## config.mk

```make
export PLATFORM = sky130hd
export DESIGN_NAME = multibyte_add_seq_flat
export DESIGN_NICKNAME = d
export VERILOG_FILES = /design/src/rtl/multibyte_add_seq_if.sv /design/src/rtl/multibyte_add_seq.sv /design/src/flat_wrapper.sv
export SDC_FILE = /design/constraint.sdc
export NUM_CORES = 1
export LEC_CHECK = 0
export CORE_MARGIN = 2
export CORE_UTILIZATION = 30
export CTS_BUF_LIST = sky130_fd_sc_hd__clkbuf_16
export CTS_CLUSTER_DIAMETER = 200
export DETAILED_ROUTE_END_ITERATION = 6
export PLACE_DENSITY = 0.62
export SLEW_MARGIN = 25
export SYNTH_ARGS = -nofsm -noshare
export SYNTH_HDL_FRONTEND = slang
export SYNTH_SLANG_ARGS = --single-unit
```

## constraint.sdc

```tcl
create_clock -name clk -period 4.1 [get_ports clk]
set_input_delay 0.82 -clock clk [delete_from_list [all_inputs] [get_ports clk]]
set_output_delay 0.82 -clock clk [all_outputs]
set_load 0.03 [all_outputs]
```

## src/rtl/multibyte_add_seq_if.sv

```systemverilog
// Request/response bundle for the byte-serial add/subtract controller.
// The master drives operands and start; the slave returns status and result.
`timescale 1ns/1ps
interface multibyte_add_seq_if #(
    parameter int unsigned NBYTES = 4
);
    logic                  start;
    logic                  sub;
    logic [8*NBYTES-1:0]   a;
    logic [8*NBYTES-1:0]   b;
    logic                  busy;
    logic                  done;
    logic [8*NBYTES-1:0]   result;
    logic                  cout;
    logic                  overflow;

    modport master (
        output start, sub, a, b,
        input  busy, done, result, cout, overflow
    );

    modport slave (
        input  start, sub, a, b,
        output busy, done, result, cout, overflow
    );
endinterface

```

## src/rtl/multibyte_add_seq.sv

```systemverilog
// Byte-serial NBYTES-wide add/subtract controller around one shared 8-bit
// carry-lookahead adder, least-significant byte first.
`timescale 1ns/1ps
module multibyte_add_seq_cla4 (
    input  logic [3:0] x,
    input  logic [3:0] y,
    input  logic       cin,
    output logic [3:0] sum,
    output logic       cout
);
    logic [3:0] g;
    logic [3:0] p;
    logic [4:0] c;

    always_comb begin
        g    = x & y;
        p    = x ^ y;
        c[0] = cin;
        c[1] = g[0] | (p[0] & cin);
        c[2] = g[1] | (p[1] & g[0]) | (p[1] & p[0] & cin);
        c[3] = g[2] | (p[2] & g[1]) | (p[2] & p[1] & g[0]) | (p[2] & p[1] & p[0] & cin);
        c[4] = g[3] | (p[3] & g[2]) | (p[3] & p[2] & g[1]) | (p[3] & p[2] & p[1] & g[0])
             | (p[3] & p[2] & p[1] & p[0] & cin);
        sum  = p ^ c[3:0];
        cout = c[4];
    end
endmodule

module multibyte_add_seq_adder8 (
    input  logic [7:0] x,
    input  logic [7:0] y,
    input  logic       cin,
    output logic [7:0] sum,
    output logic       cout
);
    logic c_mid;

    multibyte_add_seq_cla4 u_lo (
        .x    (x[3:0]),
        .y    (y[3:0]),
        .cin  (cin),
        .sum  (sum[3:0]),
        .cout (c_mid)
    );

    multibyte_add_seq_cla4 u_hi (
        .x    (x[7:4]),
        .y    (y[7:4]),
        .cin  (c_mid),
        .sum  (sum[7:4]),
        .cout (cout)
    );
endmodule

module multibyte_add_seq #(
    parameter int unsigned NBYTES = 4
) (
    input  logic                 clk,
    input  logic                 rst,
    multibyte_add_seq_if.slave   bus
);
    localparam int unsigned W     = 8 * NBYTES;
    localparam int unsigned IDX_W = $clog2(NBYTES);

    typedef enum logic [1:0] {
        S_IDLE = 2'd0,
        S_RUN  = 2'd1,
        S_DONE = 2'd2
    } state_t;

    state_t             state_q, state_d;
    logic [IDX_W-1:0]   idx_q, idx_d;
    logic [W-1:0]       opa_q, opa_d;
    logic [W-1:0]       opb_q, opb_d;
    logic [W-1:0]       result_q, result_d;
    logic               sub_q, sub_d;
    logic               carry_q, carry_d;
    logic               cout_q, cout_d;
    logic               ovf_q, ovf_d;

    logic [7:0]         add_x;
    logic [7:0]         add_y;
    logic [7:0]         add_sum;
    logic               add_cout;
    logic               last_byte;

    // Subtraction is a + ~b + 1: the +1 comes from the carry preload at start.
    always_comb begin
        add_x     = opa_q[8*int'(idx_q) +: 8];
        add_y     = opb_q[8*int'(idx_q) +: 8] ^ {8{sub_q}};
        last_byte = (idx_q == IDX_W'(NBYTES - 1));
    end

    multibyte_add_seq_adder8 u_adder (
        .x    (add_x),
        .y    (add_y),
        .cin  (carry_q),
        .sum  (add_sum),
        .cout (add_cout)
    );

    always_comb begin
        state_d  = state_q;
        idx_d    = idx_q;
        opa_d    = opa_q;
        opb_d    = opb_q;
        result_d = result_q;
        sub_d    = sub_q;
        carry_d  = carry_q;
        cout_d   = cout_q;
        ovf_d    = ovf_q;

        unique case (state_q)
            S_IDLE: begin
                if (bus.start) begin
                    opa_d    = bus.a;
                    opb_d    = bus.b;
                    sub_d    = bus.sub;
                    idx_d    = '0;
                    carry_d  = bus.sub;
                    result_d = '0;
                    cout_d   = 1'b0;
                    ovf_d    = 1'b0;
                    state_d  = S_RUN;
                end
            end
            S_RUN: begin
                result_d[8*int'(idx_q) +: 8] = add_sum;
                carry_d = add_cout;
                if (last_byte) begin
                    cout_d  = add_cout;
                    ovf_d   = (add_x[7] == add_y[7]) && (add_sum[7] != add_x[7]);
                    idx_d   = '0;
                    state_d = S_DONE;
                end else begin
                    idx_d = idx_q + 1'b1;
                end
            end
            S_DONE: begin
                state_d = S_IDLE;
            end
            default: begin
                state_d = S_IDLE;
            end
        endcase
    end

    always_ff @(posedge clk) begin
        if (rst) begin
            state_q  <= S_IDLE;
            idx_q    <= '0;
            opa_q    <= '0;
            opb_q    <= '0;
            result_q <= '0;
            sub_q    <= 1'b0;
            carry_q  <= 1'b0;
            cout_q   <= 1'b0;
            ovf_q    <= 1'b0;
        end else begin
            state_q  <= state_d;
            idx_q    <= idx_d;
            opa_q    <= opa_d;
            opb_q    <= opb_d;
            result_q <= result_d;
            sub_q    <= sub_d;
            carry_q  <= carry_d;
            cout_q   <= cout_d;
            ovf_q    <= ovf_d;
        end
    end

    assign bus.busy     = (state_q != S_IDLE);
    assign bus.done     = (state_q == S_DONE);
    assign bus.result   = result_q;
    assign bus.cout     = cout_q;
    assign bus.overflow = ovf_q;
endmodule

```

## src/flat_wrapper.sv

```systemverilog
// flat-port wrapper written by rule: the top's interface ports become plain ports
module multibyte_add_seq_flat 
#(
    parameter int unsigned NBYTES = 4
)
  (clk, rst, bus_start, bus_sub, bus_a, bus_b, bus_busy, bus_done, bus_result, bus_cout, bus_overflow);
  multibyte_add_seq_if #(.NBYTES(NBYTES)) bus_i ();
  input  logic clk;
  input  logic rst;
  input wire logic [$bits(bus_i.start)-1:0] bus_start;
  input wire logic [$bits(bus_i.sub)-1:0] bus_sub;
  input wire logic [$bits(bus_i.a)-1:0] bus_a;
  input wire logic [$bits(bus_i.b)-1:0] bus_b;
  output wire logic [$bits(bus_i.busy)-1:0] bus_busy;
  output wire logic [$bits(bus_i.done)-1:0] bus_done;
  output wire logic [$bits(bus_i.result)-1:0] bus_result;
  output wire logic [$bits(bus_i.cout)-1:0] bus_cout;
  output wire logic [$bits(bus_i.overflow)-1:0] bus_overflow;
  assign bus_i.start = bus_start;
  assign bus_i.sub = bus_sub;
  assign bus_i.a = bus_a;
  assign bus_i.b = bus_b;
  assign bus_busy = bus_i.busy;
  assign bus_done = bus_i.done;
  assign bus_result = bus_i.result;
  assign bus_cout = bus_i.cout;
  assign bus_overflow = bus_i.overflow;
  multibyte_add_seq #(.NBYTES(NBYTES)) u_core (.clk(clk), .rst(rst), .bus(bus_i));
endmodule
```

# Yosys cells after proc, flatten, opt, wreduce, memory -nomap -nowiden
# Index checks and enable logic that the tools add are counted.
# W data, S select, Z words.
# op_classes
add_sub_neg,2
n_eq_ne,7
shift,4
n_mux,16
n_bitwise,59
n_reduce_logical,8
# ops
cell,n
$pmux W32 S2,1
$shiftx A32 B6 Y8,2
$neg A5 Y33,1
$shift A8 B33 Y32 const A,1
$shiftx A8 B33 Y32,1
$and A1 B1 Y1,32
$bwmux W32,1
$mux W32,1
$or A1 B1 Y1,20
$xor A4 B4 Y4,4
$and A4 B4 Y4,2
$mux W2,4
$pmux W2 S2,2
$xor A8 B8 Y8,1
$pmux W1 S2,3
$reduce_and A2 Y1,3
$eq A2 B2 Y1 const B,2
$mux W1,4
$reduce_bool A2 Y1,2
$reduce_and A3 Y1,1
$add A2 B1 Y2 const B,1
$eq A2 B1 Y1 const B,1
$logic_not A2 Y1,1
$ne A2 B1 Y1 const B,1
4 further kinds,4
# totals
ff_bits,104
input_bits,68
output_inout_bits,36
wordCells,105

# Longest topological paths before layout
# Gate-level depths: netlist of the first run.
# logic_depth
word_depth,15
depth_mapped,11
ltp_nobuf,10

# By module
# A second synthesis of the first run with hierarchy kept.
# unflattened
cells_unflattened,505
hier_area_um2,4525.6
# by_module_without_submodules
mod,instances,cells_per_inst,area_per_inst_um2,seq_area_each_um2
multibyte_add_seq,1,471,4230.3,2082.0
multibyte_add_seq_cla4,2,17,147.6,0.0

# Worst setup path after synthesis of the first run
# OpenSTA, ideal clock, no wires.
# synth_timing
path_kind,reg2reg
start,reg u_core.idx_q[0]
end,"reg u_core.result_q[13], in the netlist u_core.bus.result[13]"
setup_ps,65
arrival_ps,2943
t_required_ps,4035
setup_slack_ps,1092
stages_incl_launch_ff,12
path_buffers,2
synth_period_minus_slack_ps,3008
cell_sequence,dfxtp_1 -> buf_4 -> buf_6 -> mux4_2 -> ha_1 -> and2_2 -> o21ai_1 -> and3b_1 -> fa_1 -> xnor2_1 -> a22oi_1 -> nor2_1
# synth_between
elab_chain_len,14
elab_cells_between_ends,55
cone_classes,add/sub (1); shift (4); mux (2); bitwise (48)
# synth_rtl
item,line_no,source
start: declaration,multibyte_add_seq.sv:72,"logic [IDX_W-1:0] idx_q, idx_d;"
start signal: assignment,multibyte_add_seq.sv:161,idx_q <= idx_d;
$shiftx A32 B6 Y8,multibyte_add_seq.sv:90,add_y = opb_q[8*int'(idx_q) +: 8] ^ {8{sub_q}};
$xor A8 B8 Y8,multibyte_add_seq.sv:90,
$xor A4 B4 Y4 / $and A4 B4 Y4 (equally long branches),"multibyte_add_seq.sv:17, multibyte_add_seq.sv:16",
$and A1 B1 Y1 (on tied branches),"multibyte_add_seq.sv:22, multibyte_add_seq.sv:23",
$or A1 B1 Y1 (tied with other cells) (2 in series),multibyte_add_seq.sv:22,c[4] = g[3] | (p[3] & g[2]) | (p[3] & p[2] & g[1]) | (p[3] & p[2] & p[1] & g[0])
$or A1 B1 Y1 / $and A1 B1 Y1 (equally long branches),"multibyte_add_seq.sv:22, multibyte_add_seq.sv:23",
$or A1 B1 Y1,multibyte_add_seq.sv:23,| (p[3] & p[2] & p[1] & p[0] & cin);
$and A1 B1 Y1 (on tied branches),"multibyte_add_seq.sv:19, multibyte_add_seq.sv:20, multibyte_add_seq.sv:21",
$or A1 B1 Y1 (on tied branches),"multibyte_add_seq.sv:19, multibyte_add_seq.sv:20, multibyte_add_seq.sv:21",
$xor A4 B4 Y4,multibyte_add_seq.sv:24,sum = p ^ c[3:0];
$shiftx A8 B33 Y32,multibyte_add_seq.sv:128,result_d[8*int'(idx_q) +: 8] = add_sum;
$bwmux W32 *,multibyte_add_seq.sv:128,
$pmux W32 S2 *,multibyte_add_seq.sv:113,unique case (state_q)
end signal: assignment,multibyte_add_seq.sv:164,result_q <= result_d;
end: declaration,multibyte_add_seq.sv:75,"logic [W-1:0] result_q, result_d;"
# Every way passes the cells marked *; elsewhere a longest branch is shown, timed or not.
# A chain may end at the register's enable or synchronous reset.

# Worst setup path after layout of the first run
# Ends and elaborated chain as after synthesis.

==> flow_summary.ini, run 1 <==
[run_status]
status = finished, final reports clean

[synthesis]
synthXorXnorAreaFrac_pct = 2.641
synth.distinct_cells = 52
yosysTopAreaCellShare_pct = 45.30
synthMuxAreaShare_pct = 8.059
synthAdderAreaFrac_pct = 4.138
synthSimpleGateAreaFrac_pct = 19.03
syn_area_um2 = 4596
postSynthCellCount = 516
ys.warnings.count = 0
synth_nets = 598
yosysTopAreaCell = dfxtp_1
synth_edf_count = 0
ys_seq_elements = 104
synth_flop_cell = dfxtp_1
synth_top_family_by_area = simple AND/OR/NAND/NOR gates
synth.avg_cell_area_um2 = 8.906
ys_seq_area_share_pct = 45.30
synth_area_leaders = dfxtp_1 (45%), nand2_1 (12%), mux4_2 (7.8%)
synth-compound-area-share_pct = 16.34
async_flop_share_pct = 0

[timing]
finalHoldViolations = 0
fin_skew_ns = 0.009193
worst_pin_slew_ns = 0.9322
setup_violations = 0
fin_crit_sh_pct = 85.82
slew_viol_final = 0
tns_ns = 0
holdWs_ns = 0.4538
fin_crit_ns = 3.519
rsz0062_at_grt = false
slew_headroom_pct = 37.63
finalWorstSetupSlack_ns = 0.5814
fmax_ghz = 0.2842

[drt]
routedWlPerCell_um = 15.25
routed_wl_um = 12060
vias = 3834
antenna_left = 0
drc_errors = 0
firstDrtPassIters = 5
drtIter0Drc = 325
routed_via_density = 4.847

[floorplanning]
core_um2 = 15090
ioPinCount = 104
floorplan.initialDensity_pct = 30.46
dieArea_um2 = 16330
rows = 45
die_height_um = 127.8
die-width_um = 127.8

[pwr]
p_leak_uw = 0.002217
power.density_nw_per_um2 = 395.1
vdd_drop_max_uv = 206.9

[cells_and_area]
antennaDiodeCount = 0
area_growth_pct = 31.53
fin_cells = 791
nNetsFinal = 681
multi_input_area_um2 = 2311
fillCellCount = 1507
design_area_um2 = 6045
layout-drive-gt1-share_pct = 8.292
seq_area_um2 = 2082

[global_routing]
grt_max_degree = 108
gr-total-overflow = 0
grt_pass1_vias = 3792
use_met3_pct = 3.005
grt_pass1_wl_um = 19490
top_usage_layer = met2
use_met2_pct = 24.63
antenna_found_initial = 0
use_met1_pct = 20.28
grtUsageTotal_pct = 15.03

[clock_tree]
h-tree-depth = 3
clk_pin_slew_ns = 0.07
cts.path.max_buffers = 2
cts_buffers = 9
hold_buffers = 0
clk_latency_ns = 0.34
postCtsSetupRepairBufs = 0
cts_root_buffer = clkbuf_16
cts_tree = done
post_cts_resize_count = 0
clock_sinks = 104

[setup_path]
arrival_ns = 3.80
crit_fanout = 15
crit_required_ns = 4.38
end_kind = flop
critical_path_class = flop to flop
worstSetupStartpointType = flop

[place]
gp_congestion = 0.8380
dpl_cell_area_um2 = 5732
pre_cts_slack_ns = 0.5546
port_buffers = 103
dp_hpwl_um = 8962
dp_cells = 776

[flow_run]
cap_violations = 0

[min_path]
hold_class = flop to flop
-- critical path: stages, from the launching register on --
cell and delay [ns]:
dfxtp_1 0.66, buf_4 0.38, mux4_2 0.54, ha_1 0.36, and2_2 0.19, o21ai_1 0.11
and3b_1 0.23, fa_1 0.38, xnor2_1 0.35, a22oi_1 0.15, nor2_1 0.11
-- power by group --
group          leakage (uW)  total (uW)  internal, uW  switching [uW]
logic               0.00122         391           173             218
registers          0.000849        1090          1060            32.6
clock network      0.000151         908           530             378
total               0.00222        2390          1760             628
-- metrics by stage --
stage | util (%) | total power (uW)
after global routing | 40.06 | 2486
final | 40.06 | 2388
after CTS | 40.03 | 2405
after floorplan | - | 1355
after detailed placement | 37.99 | 1504
after global placement | 37.99 | 1495
-- registers in the layout (all words and copies together), names as in the netlist --
name / cells
u_core.state_q: 2
u_core.bus.overflow: 1
u_core.opa_q: 32
u_core.opb_q: 32
u_core.bus.result: 32
u_core.bus.cout: 1
u_core.sub_q: 1
u_core.carry_q: 1
u_core.idx_q: 2
-- per-layer routing --
| metal | part of all wire (%) | vias up |
|---|---|---|
| li1 | - | 1910 |
| met1 | 47 | 1791 |
| met2 | 46 | 117 |
| met3 | 5.5 | 16 |
| met4 | 1.5 | 0 |
| met5 | 0 | - |
-- cells in the mapped netlist (2+ instances only) --
master and count:
buf_4 3, a21oi_2 3, and3b_1 2, mux4_2 16, o21ai_1 9, o21a_1 3
ha_1 12, xnor2_1 3, clkbuf_1 19, a21oi_1 70, nand3_1 2, dfxtp_1 104
nand2_1 143, buf_2 9, buf_1 3, nand3b_1 7, nor2_1 29, a22oi_1 21
nand2b_1 5, fa_1 2, xor2_1 9, inv_1 12
-- final cells by class --
class	count	area share [%]
clock buffer	9	3.726
clock inverter	6	1.387
tap	188	3.892
inverter	12	0.7452
sequential	104	34.44
timing repair buffer	107	17.57
multi-input combinational	365	38.23
-- worst paths after layout --
| path | slack, ns | depth (start not counted) | end | from |
|---|---|---|---|---|
| setup reg to reg | 0.58 | 10 | u_core.bus.result[13] | u_core.idx_q[0] |
| hold reg to reg | 0.45 | 2 | u_core.opa_q[17] | u_core.opa_q[17] |
| setup / recovery | 0.58 | 10 | u_core.bus.result[13] | u_core.idx_q[0] |
| hold / removal | 0.45 | 2 | u_core.opa_q[17] | u_core.opa_q[17] |
-- cell families (layout without fill, tap and decap cells) --
kind of cell             Yosys count  in the layout
AND/OR/NAND/NOR                  202            202
AO/OA/AOI/OAI                    119            119
flip-flops                       104            104
buffers and inverters             47            134
multiplexers                      17             17
adder cells (fa/ha/maj)           14             14
XOR/XNOR                          13             13
-- cell usage in the layout (no fill, tap or decap), types with 2 or more instances in the layout --
cell type	n
nand2_1	142
dfxtp_1	104
clkdlybuf4s50_1	102
a21oi_1	70
nor2_1	29
a22oi_1	21
mux4_2	16
inv_1	13
ha_1	12
xor2_1	9
o21ai_1	9
clkbuf_16	9
nand3b_1	7
nand2b_1	5
buf_4	4
xnor2_1	3
o21a_1	3
a21oi_2	3
and2_2	2
and3b_1	2
nand3_1	2
fa_1	2
bufinv_16	2
No activity file was read; power rests on OpenSTA's default activity.
==> run 2, diff against run 1 <==
CORE_UTILIZATION = 40   (was 30)
PLACE_DENSITY = 0.76   (was 0.62)
==> run 2 against run 1 <==
Register-to-register slack gained 0.02 ns. Critical path depth is the same. Worst setup slack gained 0.022 ns. Total power shrank 3.2%. Fmax grew 0.63%. Global-route usage grew 3.7 points. Cell count shrank 5.4%. Sequential power is essentially flat.
==> flow_summary.ini, run 2 (synthesis results as in run 1) <==
[clock_tree]
h-tree-depth = 3
hold_buffers = 0
cts_tree = done
postCtsSetupRepairBufs = 0
cts_root_buffer = clkbuf_16
clk_latency_ns = 0.34
cts_buffers = 9
post_cts_resize_count = 0
clk_pin_slew_ns = 0.07
clock_sinks = 104
cts.path.max_buffers = 2

[cells_and_area]
multi_input_area_um2 = 2311
area_growth_pct = 30.03
layout-drive-gt1-share_pct = 8.760
fillCellCount = 1069
antennaDiodeCount = 0
nNetsFinal = 683
final_common_cell = nand2_1
seq_area_um2 = 2082
final_core_util_pct = 52.79
final_cell_mix = nand2_1 (142), dfxtp_1 (104), clkdlybuf4s50_1 (102)

[global_routing]
antenna_found_initial = 0
grtUsageTotal_pct = 18.70
gr-total-overflow = 0
grt_pass1_vias = 3822
grt_pass1_wl_um = 18680
grt_max_degree = 59

[setup_path]
end_kind = flop
arrival_ns = 3.77
crit_required_ns = 4.37
worstSetupStartpointType = flop
crit_fanout = 15
critical_path_class = flop to flop

[floorplanning]
floorplan.initialDensity_pct = 40.59
rows = 39
dieArea_um2 = 12360
ioPinCount = 104
die_height_um = 111.2
core_um2 = 11320
die-width_um = 111.2

[timing]
worst_pin_slew_ns = 0.7024
fin_crit_ns = 3.497
fin_skew_ns = 0.009074
tns_ns = 0
setup_violations = 0
fin_crit_sh_pct = 85.29
finalHoldViolations = 0
slew_viol_final = 0
slew_headroom_pct = 53.01
rsz0062_at_grt = false
fmax_ghz = 0.2860

[drt]
drtIter0Drc = 278
vias = 3853
firstDrtPassIters = 5
drc_errors = 0
routedWlPerCell_um = 15.31
antenna_left = 0
routed_via_density = 5.151
routed_wl_um = 11450

[place]
port_buffers = 103
dp_hpwl_um = 8546
gp_congestion = 0.8729

[flow_run]
cap_violations = 0

[pwr]
p_leak_uw = 0.002213
vdd_drop_max_uv = 174.5
power.density_nw_per_um2 = 386.9
p_total_uw = 2312

[min_path]
hold_class = flop to flop

[run_status]
status = finished, final reports clean
## run 2: cell count changes in the layout (fill, tap and decap cells not counted), sizes merged
cell	delta
clkinv	+1
inv	-1
bufinv	-1
clkinvlp	+1
buf	+2
## run 2: worst paths after layout
check | from | to | slack, ns | depth (start not counted)
max | u_core.idx_q[0] | u_core.bus.result[13] | 0.60 | 10
min | u_core.opa_q[12] | u_core.opa_q[12] | 0.46 | 2
max reg2reg | u_core.idx_q[0] | u_core.bus.result[13] | 0.60 | 10
min reg2reg | u_core.opa_q[12] | u_core.opa_q[12] | 0.46 | 2
## run 2: through the flow
step	cell area (um2)	setup slack (ns)	hold slack, ns	std cells
2_1_floorplan	4596	1.092	0.4331	516
3_3_place_gp	5688	0.6850	0.4390	733
3_5_place_dp	5688	0.5820	0.4465	733
4_1_cts	5976	0.5681	0.4558	748
5_1_grt	5976	0.2603	0.4636	748
6_report	5976	0.6033	0.4555	748
## run 2: per-layer routing
layer / routed length, um / global-route usage (%) / vias up
li1: - / - / 1924
met1: 5065 / 23.16 / 1795
met2: 5664 / 33.17 / 122
met3: 584 / 3.445 / 12
met4: 135 / 5.432 / 0
met5: 0 / 0 / -
## run 2: area by class of cell
type,instances,area share [%]
clock inverters,6,1.047
repair buffers,109,17.92
flip-flops and latches,104,34.84
multi-input cells,365,38.67
well taps,143,2.994
clock buffers,9,3.769
inverters,12,0.7538
## run 2: power by group
| part | internal [uW] | leakage (uW) | switching, uW | total [uW] |
|---|---|---|---|---|
| combinational | 173 | 0.00123 | 215 | 387 |
| sequential | 1060 | 0.000849 | 35.0 | 1090 |
| clock | 468 | 0.000139 | 365 | 833 |
| total | 1700 | 0.00221 | 615 | 2310 |
## run 2: critical path: stages (launching register included)
cell and delay [ns]:
dfxtp_1 0.68, buf_4 0.38, mux4_2 0.54, ha_1 0.37
and2_2 0.18, o21ai_1 0.10, and3b_1 0.22, fa_1 0.37
xnor2_1 0.32, a22oi_1 0.15, nor2_1 0.11
